==> src/rtl/relobi_fault_ctrl.sv <==
// Fault controller for reliable-OBI decoder ports: counts correctable faults, escalates
// OK->WARN->(DRAIN->ISOLATED) per port. Optional first-fault log: RELOBI_FAULT_LOG_EN.
module relobi_fault_ctrl #(
    parameter int unsigned NumSrc   = 4,
    parameter int unsigned CntWidth = 8,
    parameter int unsigned CeThresh = 16,
    localparam int unsigned SrcW    = (NumSrc > 1) ? $clog2(NumSrc) : 1
) (
    input  logic                               clk_i,
    input  logic                               rst_ni,
    input  logic [NumSrc-1:0][1:0]             fault_i,
    input  logic [NumSrc-1:0]                  idle_i,
    input  logic [NumSrc-1:0]                  clear_i,
    output logic [NumSrc-1:0][CntWidth-1:0]    ce_cnt_o,
    output logic [NumSrc-1:0][1:0]             state_o,
    output logic [NumSrc-1:0]                  isolate_o,
    output logic                               irq_o,
    output logic                               first_vld_o,
    output logic [SrcW-1:0]                    first_src_o,
    output logic                               first_ue_o
);

    typedef enum logic [1:0] {
        ST_OK    = 2'd0,
        ST_WARN  = 2'd1,
        ST_DRAIN = 2'd2,
        ST_ISO   = 2'd3
    } state_e;

    localparam logic [CntWidth-1:0] CntMax = {CntWidth{1'b1}};
    localparam logic [CntWidth-1:0] Thresh = CntWidth'(CeThresh);

    state_e                state_q [NumSrc];
    state_e                state_d [NumSrc];
    logic [CntWidth-1:0]   cnt_q   [NumSrc];
    logic [CntWidth-1:0]   cnt_d   [NumSrc];
    logic [NumSrc-1:0]     isolate_q, isolate_d;
    logic                  irq_q, irq_d;

    // Per-port next state, counter and isolation; clear wins over that cycle's faults.
    always_comb begin
        irq_d = 1'b0;
        for (int i = 0; i < NumSrc; i++) begin
            state_d[i]   = state_q[i];
            cnt_d[i]     = cnt_q[i];
            isolate_d[i] = 1'b0;
            if (clear_i[i]) begin
                state_d[i] = ST_OK;
                cnt_d[i]   = {CntWidth{1'b0}};
            end else begin
                if (fault_i[i][0] && (cnt_q[i] != CntMax)) begin
                    cnt_d[i] = cnt_q[i] + CntWidth'(1);
                end else begin
                    cnt_d[i] = cnt_q[i];
                end
                case (state_q[i])
                    ST_OK: begin
                        if (fault_i[i][1]) begin
                            state_d[i] = ST_DRAIN;
                        end else if (fault_i[i][0] && (cnt_d[i] >= Thresh)) begin
                            state_d[i] = ST_WARN;
                        end else begin
                            state_d[i] = ST_OK;
                        end
                    end
                    ST_WARN: begin
                        if (fault_i[i][1]) begin
                            state_d[i] = ST_DRAIN;
                        end else begin
                            state_d[i] = ST_WARN;
                        end
                    end
                    // A UE seen while already idle still spends one cycle here.
                    ST_DRAIN: begin
                        if (idle_i[i]) begin
                            state_d[i] = ST_ISO;
                        end else begin
                            state_d[i] = ST_DRAIN;
                        end
                    end
                    ST_ISO:  state_d[i] = ST_ISO;
                    default: state_d[i] = ST_OK;
                endcase
            end
            isolate_d[i] = (state_d[i] == ST_DRAIN) || (state_d[i] == ST_ISO);
            irq_d        = irq_d | (state_d[i] != ST_OK);
        end
    end

    // Port state, counters and derived outputs.
    always_ff @(posedge clk_i or negedge rst_ni) begin
        if (!rst_ni) begin
            for (int i = 0; i < NumSrc; i++) begin
                state_q[i] <= ST_OK;
                cnt_q[i]   <= {CntWidth{1'b0}};
            end
            isolate_q <= {NumSrc{1'b0}};
            irq_q     <= 1'b0;
        end else begin
            for (int i = 0; i < NumSrc; i++) begin
                state_q[i] <= state_d[i];
                cnt_q[i]   <= cnt_d[i];
            end
            isolate_q <= isolate_d;
            irq_q     <= irq_d;
        end
    end

    for (genvar g = 0; g < NumSrc; g++) begin : g_out
        assign state_o[g]  = state_q[g];
        assign ce_cnt_o[g] = cnt_q[g];
    end
    assign isolate_o = isolate_q;
    assign irq_o     = irq_q;

`ifdef RELOBI_FAULT_LOG_EN
    logic            first_vld_q, first_vld_d;
    logic [SrcW-1:0] first_src_q, first_src_d;
    logic            first_ue_q, first_ue_d;
    logic            hit_s;
    logic [SrcW-1:0] hit_src_s;
    logic            hit_ue_s;

    // Lowest-index port with an unsuppressed fault; captured once until a full clear.
    always_comb begin
        hit_s       = 1'b0;
        hit_src_s   = {SrcW{1'b0}};
        hit_ue_s    = 1'b0;
        for (int i = NumSrc - 1; i >= 0; i--) begin
            if ((fault_i[i] != 2'b00) && !clear_i[i]) begin
                hit_s     = 1'b1;
                hit_src_s = SrcW'(i);
                hit_ue_s  = fault_i[i][1];
            end else begin
                hit_s     = hit_s;
            end
        end
        first_vld_d = first_vld_q;
        first_src_d = first_src_q;
        first_ue_d  = first_ue_q;
        if (&clear_i) begin
            first_vld_d = 1'b0;
            first_src_d = {SrcW{1'b0}};
            first_ue_d  = 1'b0;
        end else if (!first_vld_q && hit_s) begin
            first_vld_d = 1'b1;
            first_src_d = hit_src_s;
            first_ue_d  = hit_ue_s;
        end else begin
            first_vld_d = first_vld_q;
        end
    end

    // First-fault log registers.
    always_ff @(posedge clk_i or negedge rst_ni) begin
        if (!rst_ni) begin
            first_vld_q <= 1'b0;
            first_src_q <= {SrcW{1'b0}};
            first_ue_q  <= 1'b0;
        end else begin
            first_vld_q <= first_vld_d;
            first_src_q <= first_src_d;
            first_ue_q  <= first_ue_d;
        end
    end

    assign first_vld_o = first_vld_q;
    assign first_src_o = first_src_q;
    assign first_ue_o  = first_ue_q;
`else
    assign first_vld_o = 1'b0;
    assign first_src_o = {SrcW{1'b0}};
    assign first_ue_o  = 1'b0;
`endif

endmodule

==> config.mk <==
export PLATFORM = sky130hd
export DESIGN_NAME = relobi_fault_ctrl
export DESIGN_NICKNAME = d
export VERILOG_FILES = /design/src/rtl/relobi_fault_ctrl.sv
export SDC_FILE = /design/constraint.sdc
export NUM_CORES = 1
export LEC_CHECK = 0
export ABC_AREA = 1
export CORE_AREA = 2 2 89 65
export CTS_BUF_LIST = sky130_fd_sc_hd__clkbuf_8
export CTS_CLUSTER_SIZE = 40
export DETAILED_ROUTE_END_ITERATION = 10
export DIE_AREA = 0 0 91 67
export PLACE_DENSITY = 0.8
export SYNTH_ARGS = -nofsm -noshare
export SYNTH_HDL_FRONTEND = slang
export SYNTH_SLANG_ARGS = --single-unit
==> constraint.sdc <==
create_clock -name clk_i -period 2 [get_ports clk_i]
set_input_delay 0.3 -clock clk_i [delete_from_list [all_inputs] [get_ports clk_i]]
set_output_delay 0.3 -clock clk_i [all_outputs]
set_load 0.005 [all_outputs]
==> results of run 1 <==
==> report_power, final <==
part / internal [mW] / switching (mW) / total (mW) / leakage (nW)
clock: 0.237 / 0.295 / 0.533 / 0.0491
sequential: 0.947 / 0.0391 / 0.987 / 0.598
combinational: 0.150 / 0.143 / 0.293 / 1.04
==> flip-flops by register name (all words and copies together), names as in the netlist <==
name       cells
ce_cnt_o      32
state_o        8
isolate_o      4
irq_o          1
==> stage by stage <==
stage	utilization (%)	cell area (µm²)	worst slack, ns	cells	setup TNS, ns
5_1_grt	65.1	3370	-0.0315	505	-0.0315
4_1_cts	64.7	3350	0.121	503	0
3_3_place_gp	63.1	3260	0.0572	495	0
3_5_place_dp	63.1	3260	0.0439	495	0
2_1_floorplan	-	2560	0.398	362	0
6_report	65.1	3370	0.157	505	0
==> cells in the final DEF (no fill, tap or decap) <==
cell type / n
nand2_1: 87
clkdlybuf4s50_1: 61
inv_1: 59
nor2_1: 57
dfrtp_1: 45
nand3_1: 29
a21oi_1: 18
o21ai_0: 17
buf_4: 7
nand2_2: 6
nand4_1: 6
clkbuf_8: 5
conb_1: 4
nor2_2: 3
o22ai_1: 3
nor2_4: 3
ha_1: 3
nand2_4: 2
inv_2: 2
o21bai_1: 2
and3_1: 2
clkinv_2: 2
nand3b_1: 1
nand3_2: 1
inv_4: 1
a21oi_2: 1
a31oi_1: 1
clkinv_1: 1
nor3_1: 1
nor4_1: 1
ha_2: 1
buf_2: 1
==> per-layer routing <==
| layer | GRT usage [%] | wire (µm) |
|---|---|---|
| met1 | 26.9 | 2930 |
| met2 | 35.6 | 2720 |
| met3 | 4.07 | 398 |
| met4 | 4.55 | 31 |
| met5 | 0 | 0 |
==> Yosys cell counts <==
| cell type | n |
|---|---|
| o22ai_1 | 3 |
| inv_4 | 1 |
| nand2_4 | 2 |
| nand4_1 | 6 |
| nand2_1 | 87 |
| ha_1 | 4 |
| nand2_2 | 6 |
| and3_1 | 2 |
| buf_4 | 4 |
| inv_1 | 59 |
| a21oi_1 | 18 |
| nor2_4 | 2 |
| nor2_1 | 58 |
| nand3_2 | 1 |
| clkinv_1 | 1 |
| clkbuf_1 | 2 |
| nor3_1 | 1 |
| conb_1 | 1 |
| nor2_2 | 3 |
| nor4_1 | 1 |
| inv_2 | 1 |
| a31oi_1 | 1 |
| o21ai_0 | 17 |
| nand3_1 | 29 |
| nand3b_1 | 1 |
| dfrtp_1 | 45 |
| a21oi_2 | 1 |
| o21bai_1 | 2 |
==> final timing paths <==
| kind | slack, ns | to | from | cells past startpoint |
|---|---|---|---|---|
| max | 0.16 | ce_cnt_o[3] | ce_cnt_o[0] | 10 |
| min | 0.08 | ce_cnt_o[11] | rst_ni | 2 |
| max in group asynchronous | 1.53 | state_o[7] | rst_ni | 2 |
| min in group clk_i | 0.53 | ce_cnt_o[16] | ce_cnt_o[16] | 1 |
| max reg2reg | 0.16 | ce_cnt_o[3] | ce_cnt_o[0] | 10 |
| min reg2reg | 0.53 | ce_cnt_o[16] | ce_cnt_o[16] | 1 |
==> cells by family after synthesis <==
family	count (synthesis)	share of synthesized area (%)
DFF	45	44.2
adders and majority gates	4	1.97
and+or+nand+nor	199	34.2
AOI/OAI and AO/OA	42	8.80
other	1	0.147
buffers and inverters	68	10.7
==> final cells by class <==
class / instances / share of cell area, %
multi-input combinational: 249 / 34.7
inverter: 62 / 6.98
clock inverter: 3 / 0.408
clock buffer: 5 / 2.04
sequential: 45 / 33.4
timing repair buffer: 69 / 19.8
tap: 72 / 2.67
==> repair_timing <==
item | 4_1_cts | 5_1_grt
hold buffers | 0 | 0
setup endpoints to repair | 0 | 2
resized for setup | 0 | 4
buffers inserted | 0 | 2
==> impl_metrics.toml, run 1 <==
[sta]
period_needed_ns = 1.84
fin_crit_sh_pct = 92.1
setup_viol = 0
rsz0062_at_grt = "yes"
whs_ns = 0.0803
hold_viol = 0
max_freq_mhz = 543
slew_viol_final = 0
worst_pin_slew_ns = 0.574
max-slew-margin-rel_pct = 61.8
skew_ns = 0.00401

[die]
rows = 22
die_w_um = 91
num_io_pins = 67
die_y_um = 67
dieArea_mm2 = 0.00610
start_util_pct = 49.2
coreArea_mm2 = 0.00517

[cells_and_area]
layout-drive-gt1-share_pct = 8.08
regArea_mm2 = 0.00113
area_growth_syn_to_layout_pct = 32.4
fillCellCount = 492
nNetsFinal = 454
multiInputGateArea_mm2 = 0.00117
n_antenna_cell = 0

[run]
cap_viol_max_count = 0

[drt]
drc = 0
wl_per_cell_um = 12.0
ant_nets = 0
dr.pass1.iters = 5
wl_um = 6080
viasPerCell = 4.93
first_iter_violations = 97
dr_total_vias = 2491

[synthesis]
synthCells = 359
syn_area_mm2 = 0.00255
synthTopCellsByArea = "dfrtp_1, nand2_1, inv_1"
syn_area_per_cell_um2 = 7.09
yosysWarningCount = 0
yosys.area.top_type = "dfrtp_1"
yosys.area.top_type_share_pct = 44.2
ys_types = 28
yosysSeqAreaShare_pct = 44.2
synth-seq-cells = 45

[clocking]
cts_tree = "yes"
cts.sink_count = 45
clkTransAtPathRegs_ns = 0.08
cts_buffers = 5
cts_max_level = 2
clk_path_buf_depth = 2
cts-root-buf = "clkbuf_8"
clock_latency_ns = 0.29

[power_and_ir_drop]
power_density_mw_per_mm2 = 538
fin_total_pwr_mw = 1.81
vdd_drop_max_v = 0.000331
p_leak_nw = 1.68

[global_route]
grt_max_degree = 46
antenna_found_initial = 0
grt_pass1_wl_um = 10100
grt_util_all_layers_pct = 20.5
grt_overflow = 0
grt_pass1_vias = 2321

[worst_setup_path]
slowest_delay_ns = 0.41
critPathArrivalTime_ns = 2.06
crit_chain = "ha_1 -> nand3_1 -> nor2_4 -> nand2_1 -> inv_1 -> nor2_2 -> inv_1 -> nor2_1 -> o21ai_0 -> a21oi_1"
crit_family = "simple AND/OR/NAND/NOR gates"
crit_fanout = 6
critical_path_class = "reg2reg"
end_kind = "register"
critPathBufInv = 2
slowest_stage = "dfrtp_1"
startpoint_type = "register"
critPathRequiredTime_ns = 2.22
cpMostUsedCell = "inv_1"

[placement]
numPortBuffers = 62
gp_congestion = 0.890
hpwl_um = 4650

[run_status]
run_status = "complete, no violations"

[hold_path]
hold_path.class = "in2async"
No activity file was read; power rests on OpenSTA's default activity.
==> inputs of run 2 (changes only) <==
- GPL_TIMING_DRIVEN: default -> 0
==> impl_metrics.toml, run 2 (synthesis results as in run 1) <==
[clocking]
clk_path_buf_depth = 2
cts_buffers = 5
clkTransAtPathRegs_ns = 0.09
cts-root-buf = "clkbuf_8"
clock_latency_ns = 0.30
cts.sink_count = 45
cts_tree = "yes"
cts_max_level = 2

[cells_and_area]
fillCellCount = 439
final_cell_mix = "nand2_1, clkdlybuf4s50_1, inv_1, nor2_1, dfrtp_1"
area_growth_syn_to_layout_pct = 33.7
fin_cells = 507
n_antenna_cell = 0
nNetsFinal = 456
layout-drive-gt1-share_pct = 8.28
final_common_cell = "nand2_1"
largest_reg_flops = 32
final_util_pct = 65.8

[sta]
layout_setup_ws_ns = 0.222
max_freq_mhz = 562
fin_setup_tns_ns = 0
rsz0062_at_grt = "no"
fin_crit_sh_pct = 88.9
skew_ns = 0.00908
setup_viol = 0
hold_viol = 0
slew_viol_final = 0
period_needed_ns = 1.78

[drt]
wl_um = 5730
wl_per_cell_um = 11.3
dr_total_vias = 2433
ant_nets = 0
viasPerCell = 4.80
dr.pass1.iters = 4
drc = 0
first_iter_violations = 84

[worst_setup_path]
critical_path_class = "reg2reg"
startpoint = "ce_cnt_o[0]"
reg2regPathDepth = 10
crit_fanout = 6
reg2reg_slack_ns = 0.22
critPathArrivalTime_ns = 2.00
critPathRequiredTime_ns = 2.22
reg2reg_from = "ce_cnt_o[0]"
startpoint_type = "register"
end_kind = "register"
r2r-end = "ce_cnt_o[3]"

[power_and_ir_drop]
p_leak_nw = 1.70
combPwrFrac_pct = 15.5
sw_frac_of_total_pct = 25.5
vdd_drop_max_v = 0.000343
p_switching_uw = 483
seqPwrFrac_pct = 52.0
power.internal_mw = 1.41
fin_total_pwr_mw = 1.89
power_density_mw_per_mm2 = 557
clock_power_share_pct = 32.5

[global_route]
grt_pass1_vias = 2345
grt_max_degree = 36
grt_overflow = 0
grt_util_all_layers_pct = 20.4
grt_pass1_wl_um = 9990
antenna_found_initial = 0

[placement]
hpwl_um = 4340
gp_congestion = 0.877
place_inst = 495
pre_cts_slack_ns = 0.00193
numPortBuffers = 60

[run_status]
run_status = "complete, no violations"

[hold_path]
holdPathStages = 2
hold_path.class = "in2reg"
min_to = "isolate_o[3]"
worstHoldStart = "clear_i[3]"

[die]
die_w_um = 91
num_io_pins = 67
start_util_pct = 49.2
die_y_um = 67
dieArea_mm2 = 0.00610
coreArea_mm2 = 0.00517
rows = 22

[run]
cap_viol_max_count = 0
==> run 2: final cells by class <==
cell class              count  area, µm²  share of cell area (%)
flip-flops and latches     45       1130                    33.1
well taps                  72       90.1                    2.65
clock buffers               7       96.3                    2.83
clock inverters             1       5.00                   0.147
plain buffers               6       37.5                    1.10
inverters                  62        235                    6.91
repair buffers             65        648                    19.0
multi-input cells         249       1170                    34.3
==> run 2: through the flow <==
step	hold slack [ns]	cell area, µm²
floorplan	0.00441	2560
global placement	0.507	3250
detailed placement	0.200	3260
CTS	0.345	3370
global route	0.370	3400
finish	0.355	3400
==> run 2: how the worst max path moves through the flow <==
| stage | slack (ns) | to |
|---|---|---|
| floorplan | 0.40 | irq_o |
| global placement | -0.62 | ce_cnt_o[26] |
| detailed placement | 0.002 | irq_o |
| CTS | 0.17 | ce_cnt_o[3] |
| global route | 0.007 | irq_o |
| finish | 0.22 | ce_cnt_o[3] |
==> run 2: layer usage <==
metal,share of wire (%),vias up,GRT usage [%],routed length [µm]
met5,0,-,0,0
met4,0.66,0,5.11,38
met3,4.4,5,3.73,255
met2,44,63,34.8,2550
met1,50,1099,27.1,2890
li1,-,1266,-,-
==> run 2: power by group through the flow <==
stage | Sequential, mW | Clock [mW] | Combinational (mW)
after global routing | 0.992 | 0.696 | 0.332
after floorplan | 1.00 | 0 | 0.116
after CTS | 0.987 | 0.642 | 0.288
after detailed placement | 1.00 | 0 | 0.285
final | 0.985 | 0.616 | 0.293
after global placement | 1.00 | 0 | 0.276
==> run 2: critical path, stage by stage, from the launching register on <==
cell and delay [ns]:
dfrtp_1 0.42, ha_1 0.24, nand3_1 0.15, nor2_4 0.06, nand2_2 0.10, inv_1 0.05, nor2_1 0.26, inv_1 0.10
nor2_1 0.12, o21ai_0 0.09, a21oi_1 0.13
==> run 2: timing repair <==
action | CTS | global route
hold buffers | 1 | 0
hold endpoints to repair | 10 | 0
setup endpoints to repair | 0 | 2
gates resized for setup | 0 | 3
buffers inserted | 0 | 3
